===== src/rtl/touch_adc_seq.sv =====
// Touch-panel ADC sequencer: frames up to four XPT2046/ADS7843 conversions per pen-down.
// Optional build macro TOUCH_ADC_SEQ_AVG_EN: four back-to-back conversions per channel, averaged.
module touch_adc_seq #(
  parameter int NUM_CH      = 2,
  parameter int DATA_W      = 12,
  parameter int CLK_DIV     = 4,
  parameter int IDLE_CYCLES = 1000
) (
  input  logic              CLK,
  input  logic              RST_n,
  input  logic              EN,
  input  logic              ADC_PENIRQ_n,
  input  logic              ADC_DOUT,
  output logic              ADC_CS,
  output logic              ADC_DCLK,
  output logic              ADC_DIN,
  output logic [DATA_W-1:0] DATA_OUT,
  output logic [1:0]        CH_OUT,
  output logic              DATA_VALID,
  output logic              FRAME_DONE,
  output logic              BUSY
);

`ifdef TOUCH_ADC_SEQ_AVG_EN
  localparam int CONV_PER_CH = 4;
  localparam int CONV_W      = 4;
`else
  localparam int CONV_PER_CH = 1;
  localparam int CONV_W      = 2;
`endif
  localparam int TOTAL_CONV = NUM_CH * CONV_PER_CH;
  localparam int PH_W       = $clog2(2 * CLK_DIV);
  localparam int HOLD_W     = (IDLE_CYCLES > 1) ? $clog2(IDLE_CYCLES) : 1;
  localparam logic MODE     = (DATA_W == 8);

  localparam logic [4:0] LAST_PERIOD = 5'd23;
  localparam logic [4:0] FIRST_READ  = 5'd9;
  localparam logic [4:0] LAST_READ   = 5'(8 + DATA_W);
  localparam logic [4:0] CMD_BITS    = 5'd8;

  if (NUM_CH < 1 || NUM_CH > 4) begin : g_bad_num_ch
    $error("touch_adc_seq: NUM_CH must be 1..4");
  end
  if (DATA_W != 8 && DATA_W != 12) begin : g_bad_data_w
    $error("touch_adc_seq: DATA_W must be 8 or 12");
  end
  if (CLK_DIV < 2) begin : g_bad_clk_div
    $error("touch_adc_seq: CLK_DIV must be >= 2");
  end
  if (IDLE_CYCLES < 1) begin : g_bad_idle
    $error("touch_adc_seq: IDLE_CYCLES must be >= 1");
  end

  typedef enum logic [1:0] {IDLE, ARMED, SHIFT, HOLD} state_t;

  state_t              state;
  logic                pen_meta;
  logic                pen_sync;
  logic [PH_W-1:0]     ph;
  logic [4:0]          period;
  logic [CONV_W-1:0]   conv;
  logic [HOLD_W-1:0]   hold_cnt;
  logic [DATA_W-1:0]   shreg;
  logic                finishing;

  logic [CONV_W-1:0]   conv_nxt;
  logic [4:0]          period_nxt;
  logic                last_conv;
  logic [1:0]          ch_cur;
  logic                ch_done;
  logic [DATA_W-1:0]   result;
  logic [7:0]          cmd_cur;
`ifdef TOUCH_ADC_SEQ_AVG_EN
  logic [DATA_W+1:0]   sum;
  logic [DATA_W+1:0]   sum_new;
`endif

  function automatic logic [7:0] cmd_byte(input logic [1:0] ch);
    logic [2:0] addr;
    case (ch)
      2'd0:    addr = 3'b101;
      2'd1:    addr = 3'b001;
      2'd2:    addr = 3'b011;
      default: addr = 3'b100;
    endcase
    return {1'b1, addr, MODE, 1'b0, 2'b00};
  endfunction

  // Pen-down is asynchronous to CLK; two flops, idle state is pen up.
  always_ff @(posedge CLK or negedge RST_n) begin
    if (!RST_n) begin
      pen_meta <= 1'b1;
      pen_sync <= 1'b1;
    end else begin
      pen_meta <= ADC_PENIRQ_n;
      pen_sync <= pen_meta;
    end
  end

  always_comb begin
    conv_nxt   = conv + CONV_W'(1);
    period_nxt = period + 5'd1;
    last_conv  = (conv == CONV_W'(TOTAL_CONV - 1));
`ifdef TOUCH_ADC_SEQ_AVG_EN
    ch_cur  = conv[3:2];
    sum_new = ((conv[1:0] == 2'd0) ? '0 : sum) + {2'b00, shreg};
    ch_done = (conv[1:0] == 2'd3);
    result  = sum_new[DATA_W+1:2];
`else
    ch_cur  = conv;
    ch_done = 1'b1;
    result  = shreg;
`endif
    cmd_cur = cmd_byte(ch_cur);
  end

  // One DCLK period is 2*CLK_DIV cycles: ph counts within it, period counts 0..23 per conversion.
  always_ff @(posedge CLK or negedge RST_n) begin
    if (!RST_n) begin
      state      <= IDLE;
      ph         <= '0;
      period     <= '0;
      conv       <= '0;
      hold_cnt   <= '0;
      shreg      <= '0;
      finishing  <= 1'b0;
      ADC_CS     <= 1'b0;
      ADC_DCLK   <= 1'b0;
      ADC_DIN    <= 1'b0;
      DATA_OUT   <= '0;
      CH_OUT     <= 2'd0;
      DATA_VALID <= 1'b0;
      FRAME_DONE <= 1'b0;
      BUSY       <= 1'b0;
`ifdef TOUCH_ADC_SEQ_AVG_EN
      sum        <= '0;
`endif
    end else begin
      DATA_VALID <= 1'b0;
      FRAME_DONE <= 1'b0;
      case (state)
        IDLE: begin
          if (EN) state <= ARMED;
        end
        ARMED: begin
          if (!EN) begin
            state <= IDLE;
          end else if (!pen_sync) begin
            state     <= SHIFT;
            BUSY      <= 1'b1;
            ADC_CS    <= 1'b1;
            ADC_DCLK  <= 1'b0;
            ADC_DIN   <= 1'b1;
            ph        <= '0;
            period    <= '0;
            conv      <= '0;
            finishing <= 1'b0;
          end
        end
        SHIFT: begin
          if (finishing) begin
            state     <= HOLD;
            hold_cnt  <= '0;
            finishing <= 1'b0;
          end else begin
            if (ph == PH_W'(CLK_DIV - 1)) ADC_DCLK <= 1'b1;
            if (ph == PH_W'(CLK_DIV) && period >= FIRST_READ && period <= LAST_READ)
              shreg <= {shreg[DATA_W-2:0], ADC_DOUT};
            if (ph == PH_W'(2 * CLK_DIV - 1)) begin
              ph       <= '0;
              ADC_DCLK <= 1'b0;
              if (period == LAST_PERIOD) begin
                period <= '0;
`ifdef TOUCH_ADC_SEQ_AVG_EN
                sum    <= sum_new;
`endif
                if (ch_done) begin
                  DATA_VALID <= 1'b1;
                  DATA_OUT   <= result;
                  CH_OUT     <= ch_cur;
                end
                if (last_conv) begin
                  FRAME_DONE <= 1'b1;
                  ADC_CS     <= 1'b0;
                  ADC_DIN    <= 1'b0;
                  finishing  <= 1'b1;
                end else begin
                  // Every command byte starts with the start bit, so the next channel's first bit is 1.
                  conv    <= conv_nxt;
                  ADC_DIN <= 1'b1;
                end
              end else begin
                period  <= period_nxt;
                ADC_DIN <= (period_nxt < CMD_BITS) ? cmd_cur[~period_nxt[2:0]] : 1'b0;
              end
            end else begin
              ph <= ph + PH_W'(1);
            end
          end
        end
        HOLD: begin
          if (hold_cnt == HOLD_W'(IDLE_CYCLES - 1)) begin
            state <= EN ? ARMED : IDLE;
            BUSY  <= 1'b0;
          end else begin
            hold_cnt <= hold_cnt + HOLD_W'(1);
          end
        end
        default: state <= IDLE;
      endcase
    end
  end

endmodule


===== config.mk =====
export PLATFORM = sky130hd
export DESIGN_NAME = touch_adc_seq
export DESIGN_NICKNAME = d
export VERILOG_FILES = /design/src/rtl/touch_adc_seq.sv
export SDC_FILE = /design/constraint.sdc
export NUM_CORES = 1
export LEC_CHECK = 0
export CAP_MARGIN = 40
export CORE_ASPECT_RATIO = 1.4
export CORE_UTILIZATION = 51
export DETAILED_ROUTE_END_ITERATION = 12
export PLACE_DENSITY = 0.75
export SLEW_MARGIN = 10
export SYNTH_ARGS = -nofsm -noshare
export SYNTH_HDL_FRONTEND = slang
export SYNTH_SLANG_ARGS = --single-unit

===== constraint.sdc =====
create_clock -name CLK -period 1.9 [get_ports CLK]
set_input_delay 0.19 -clock CLK [delete_from_list [all_inputs] [get_ports CLK]]
set_output_delay 0.19 -clock CLK [all_outputs]
set_load 0.01 [all_outputs]

# Word level (Yosys, flattened, before mapping)
# Cells that the tools add are included.
[op_classes]
n_addsub = 4
multipliers = 0
div = 0
n_lt_le_gt_ge = 4
n_eq_ne = 23
shift = 0
mux = 62
bitwise = 2
n_reduce_logical = 18
[ops]
columns = ["op", "n"]
rows = [
  ["1-bit two-way mux", 28],
  ["5-bit two-way mux", 5],
  ["2-bit two-way mux", 11],
  ["2-bit inequality test (second input constant)", 11],
  ["10-bit two-way mux", 2],
  ["10-bit case mux with 2 select lines", 1],
  ["4-bit AND reduction", 4],
  ["7-bit AND reduction", 2],
  ["3-bit two-way mux", 4],
  ["10-bit by 1-bit adder with 10-bit output (second input constant)", 1],
  ["10-bit equality test (second input constant)", 1],
  ["1-bit case mux with 2 select lines", 5],
  ["5-bit case mux with 2 select lines", 1],
  ["5-bit AND reduction", 2],
  ["3-bit case mux with 3 select lines", 1],
  ["3-bit AND reduction", 3],
  ["2-bit case mux with 4 select lines", 1],
  ["2-bit equality test (second input constant)", 3],
  ["3-bit equality test (second input constant)", 2],
  ["3-bit inequality test (second input constant)", 2],
  ["3-bit case mux with 2 select lines", 1],
  ["2-bit nonzero test", 3],
  ["5-bit by 1-bit adder with 5-bit output (second input constant)", 1],
  ["5-bit equality test (second input constant)", 1],
  ["other kinds (14)", 17],
]
[totals]
ff_bits = 57
latch_bits = 0
ramBits = 0
romBits = 0
out_inout_bits = 20
word_cells = 130
mem_count = 0

# Depth between registers and ports, before layout
[depth]
word_depth = 9
depth_mapped = 7

# Least setup slack after synthesis
# OpenSTA, ideal clock, no wires.
[synth_timing]
path_type = "register to register"
from = "reg ph[0]"
to = "reg CH_OUT[1]"
setup_time_ns = 0.125
arrival_ns = 1.728
required_ns = 1.775
setup_slack_ns = 0.048
stages_incl_launch_ff = 7
n_path_buf = 1
period_less_slack_ns = 1.852
cell_sequence = "dfrtp_1 > ha_1 > ha_1 > nand4bb_1 > nor2_2 > buf_6 > mux2_2"
[synth_via]
elab_chain_cells = 2
[synth_rtl]
columns = ["item", "line_no", "text"]
rows = [
  ["start: declaration", "59", "logic [PH_W-1:0] ph;"],
  ["start signal: assignment", "197", "ph <= ph + PH_W'(1);"],
  ["3-bit equality test", "169", "if (ph == PH_W'(2 * CLK_DIV - 1)) begin"],
  ["4-bit AND reduction (no source line)", "n/a", ""],
  ["end signal: assignment", "180", "CH_OUT <= ch_cur;"],
  ["end: declaration", "18", "output logic [1:0] CH_OUT,"],
]
# No other way between the ends.
# A chain may end at the register's enable or synchronous reset.

# Worst setup path after layout
[layout_timing]
from = "reg ph[0]"
to = "reg DATA_OUT[10]"
[layout_via]
elab_chain_cells = 2
[layout_rtl]
columns = ["item", "line_no", "text"]
rows = [
  ["3-bit equality test", "169", ""],
  ["4-bit AND reduction (no source line)", "n/a", ""],
  ["end signal: assignment", "179", "DATA_OUT <= result;"],
  ["end: declaration", "17", "output logic [DATA_W-1:0] DATA_OUT,"],
]
# No other way between the ends.

==> impl_metrics.yaml <==
global_routing:
  grt_max_degree: 30
  grt_use_met1: 0.226
  grt_pass1_vias: 1806
  grt_busiest_layer: "met2"
  antenna_found_initial: 0
  grtUsageMet3: 0.0447
  gr-usage-met2: 0.354
  grt_pass1_wl_um: 8300
  grt.total_usage: 0.203
  grt.overflow.total: 0
sta:
  min_period_over_period: 0.934
  clock_skew_ns: 0.00615
  period_needed_ns: 1.77
  setup_slack_ns: 0.126
  finalHoldViolations: 0
  slew_headroom: 0.630
  setup_viol: 0
  rsz0062_at_grt: "false"
  slew_viol_final: 0
  holdWs_ns: 0.258
  tightest_slew_ns: 0.551
  fmax_mhz: 564
  setup_tns_ns: 0
die:
  start_util: 0.535
  ios: 25
  die_x_um: 62.4
  rows: 30
  core_sq_um: 4880
  die_y_um: 86.6
  die_area_sq_um: 5410
synth:
  yosys_warnings: 0
  synth_edf_count: 0
  synth-seq-cells: 57
  async_flop_share: 1.00
  synth_ff_type: "dfrtp_1"
  ys_types: 45
  avgSynthCellArea_sq_um: 11.8
  ys_seq_area_frac: 0.548
  synth_nets: 235
  syn_area_sq_um: 2610
  synth_cells: 222
worst_setup_path:
  required_ns: 2.12
  worst_setup_path_start_kind: "flip-flop"
  cp_top_family: "adder cells"
  path_buf_inv: 1
  crit_type: "flip-flop to flip-flop"
  cp_slowest_stage_delay_ns: 0.38
  cp_cell_sequence: "ha_1 -> ha_2 -> nand4bb_1 -> nor2_2 -> buf_12 -> mux2_2"
  critPathMaxFanout: 16
  critPathSlowestCell: "dfrtp_1"
  arrival_ns: 1.99
  r2r_slack_ns: 0.13
  endpoint_kind: "flip-flop"
status:
  status: "finished clean"
place:
  pre_cts_ws_ns: 0.0978
  portBuffers: 24
  gp_congestion: 0.853
  dp_hpwl_um: 3450
layout:
  fillers: 393
  antenna_cells: 0
  syn2layout_area_growth_pct: 23.0
  layout.area.seq_sq_um: 1430
  final_layout_size_suffix_gt1_frac: 0.193
  nets: 277
  multiInputGateArea_sq_um: 1120
  final_core_util: 0.658
drt:
  dr.pass1.iters: 4
  ant_nets: 0
  wl_um: 4770
  wire_per_inst_um: 14.3
  route.detailed.drc: 0
  drt_iter0_drc: 93
  vias: 1831
  viasPerCell: 5.50
clock_network:
  cts.clk_slew.worst_paths_ns: 0.07
  clockRootBuffer: "clkbuf_8"
  clockBufferDepth: 2
  clk_latency_ns: 0.34
  clock_sinks: 57
  htreeDepth: 3
  cts_buffers: 9
  cts_tree: "done"
flow_run:
  drv_cap: 0
worst_hold_path:
  hold_path.class: "primary input to flip-flop"
power:
  finalPower_mw: 3.75
  ir_worst_vdd_v: 0.000734
  powerDensity_nw_per_um2: 1170
  p_leak_nw: 1.49
stage by stage:
stage               cells  area [sq um]
floorplan             222          2610
finish                333          3210
global placement      314          3000
CTS                   331          3190
global route          333          3210
detailed placement    314          3000
logic make-up after synthesis:
logic type | after synthesis | share of synthesized area
AO/OA/AOI/OAI | 41 | 0.102
XOR/XNOR | 2 | 0.00672
AND/OR/NAND/NOR | 71 | 0.155
multiplexers | 29 | 0.124
flip-flops | 57 | 0.548
adder cells (fa/ha/maj) | 8 | 0.0384
buffers and inverters | 14 | 0.0254
synthesized netlist by cell type, types with 3 or more instances:
cell,instances,share of area
a21o_1,4,0.012
a21oi_1,6,0.012
a22o_1,5,0.017
and2_1,3,0.0072
and3_1,3,0.0072
and4_1,3,0.010
dfrtp_1,55,0.53
ha_1,8,0.038
inv_1,8,0.012
mux2_1,10,0.043
mux2_2,17,0.073
nand2_1,18,0.026
nand2b_1,4,0.0096
nand3_1,6,0.012
nand4_1,5,0.012
nor2_1,9,0.013
nor2b_1,3,0.0072
nor3_1,4,0.0077
nor4_1,4,0.0096
o21ai_0,13,0.025
report_power, final:
| part | leakage, nW | internal [mW] | switching (mW) |
|---|---|---|---|
| logic | 0.653 | 0.539 | 0.544 |
| registers | 0.752 | 1.43 | 0.237 |
| clock network | 0.0805 | 0.506 | 0.492 |
| total | 1.49 | 2.48 | 1.27 |
sequential cells by signal (all words and copies together) (netlist names), 2 cells and up, named ones only:
| register | count |
|---|---|
| CH_OUT | 2 |
| DATA_OUT | 12 |
| ch_cur | 2 |
| hold_cnt | 10 |
| period | 5 |
| ph | 3 |
| result | 12 |
worst register-to-register path, delay by kind of cell, from the launching register on:
kind | cells | cell delay [ns]
adders and majority gates | 2 | 0.42
DFF | 1 | 0.38
and+or+nand+nor | 2 | 0.36
muxes | 1 | 0.34
buffers and inverters | 1 | 0.16
placed cells by master, fill, tap and decap left out, types with 2 or more instances in the layout:
| master | count |
|---|---|
| clkinvlp_4 | 4 |
| nor2b_1 | 3 |
| buf_12 | 3 |
| nor3_1 | 4 |
| o21ai_0 | 13 |
| nand3_1 | 6 |
| and4_1 | 3 |
| xnor2_1 | 2 |
| nand4_1 | 5 |
| nor2_1 | 9 |
| clkdlybuf4s50_1 | 23 |
| mux2i_1 | 2 |
| a22o_1 | 5 |
| ha_1 | 7 |
| nand4bb_1 | 2 |
| mux2_2 | 17 |
| or3_1 | 2 |
| and2_1 | 3 |
| clkbuf_8 | 10 |
| buf_4 | 9 |
| inv_1 | 8 |
| and3_1 | 3 |
| o22ai_1 | 2 |
| dfstp_2 | 2 |
| dfrtp_1 | 55 |
| nand2b_1 | 4 |
| nor4_1 | 4 |
| mux2_1 | 10 |
| a21o_1 | 4 |
| a21oi_1 | 6 |
| nand2_1 | 18 |
| o31ai_1 | 2 |
cell type report:
| type | instances | share of cell area |
|---|---|---|
| clock buffer | 10 | 0.0429 |
| sequential | 57 | 0.445 |
| timing repair buffer | 37 | 0.116 |
| multi-input combinational | 151 | 0.348 |
| tap | 64 | 0.0250 |
| clock inverter | 6 | 0.0136 |
| inverter | 8 | 0.00936 |
layer usage:
layer	part of all wire	up-vias	wire (um)
met5	0	-	0
met4	0.021	0	99
met3	0.034	9	162
met2	0.53	35	2540
met1	0.41	889	1960
li1	-	898	-
final timing paths:
check                        startpoint            to  depth (start not counted)
max                               ph[0]  DATA_OUT[10]                          6
max in group asynchronous         RST_n      pen_sync                          3
max reg2reg                       ph[0]  DATA_OUT[10]                          6
min                        ADC_PENIRQ_n      pen_meta                          1
min reg2reg                    pen_meta      pen_sync                          0
min in group asynchronous         RST_n       ADC_DIN                          2
repair_timing:
action	CTS	global route
hold endpoints to repair	12	0
hold buffers	1	0
gates resized for setup	0	1
endpoints found under the setup margin	0	16
setup buffers	0	2
Power figures use the tool's default switching activity.
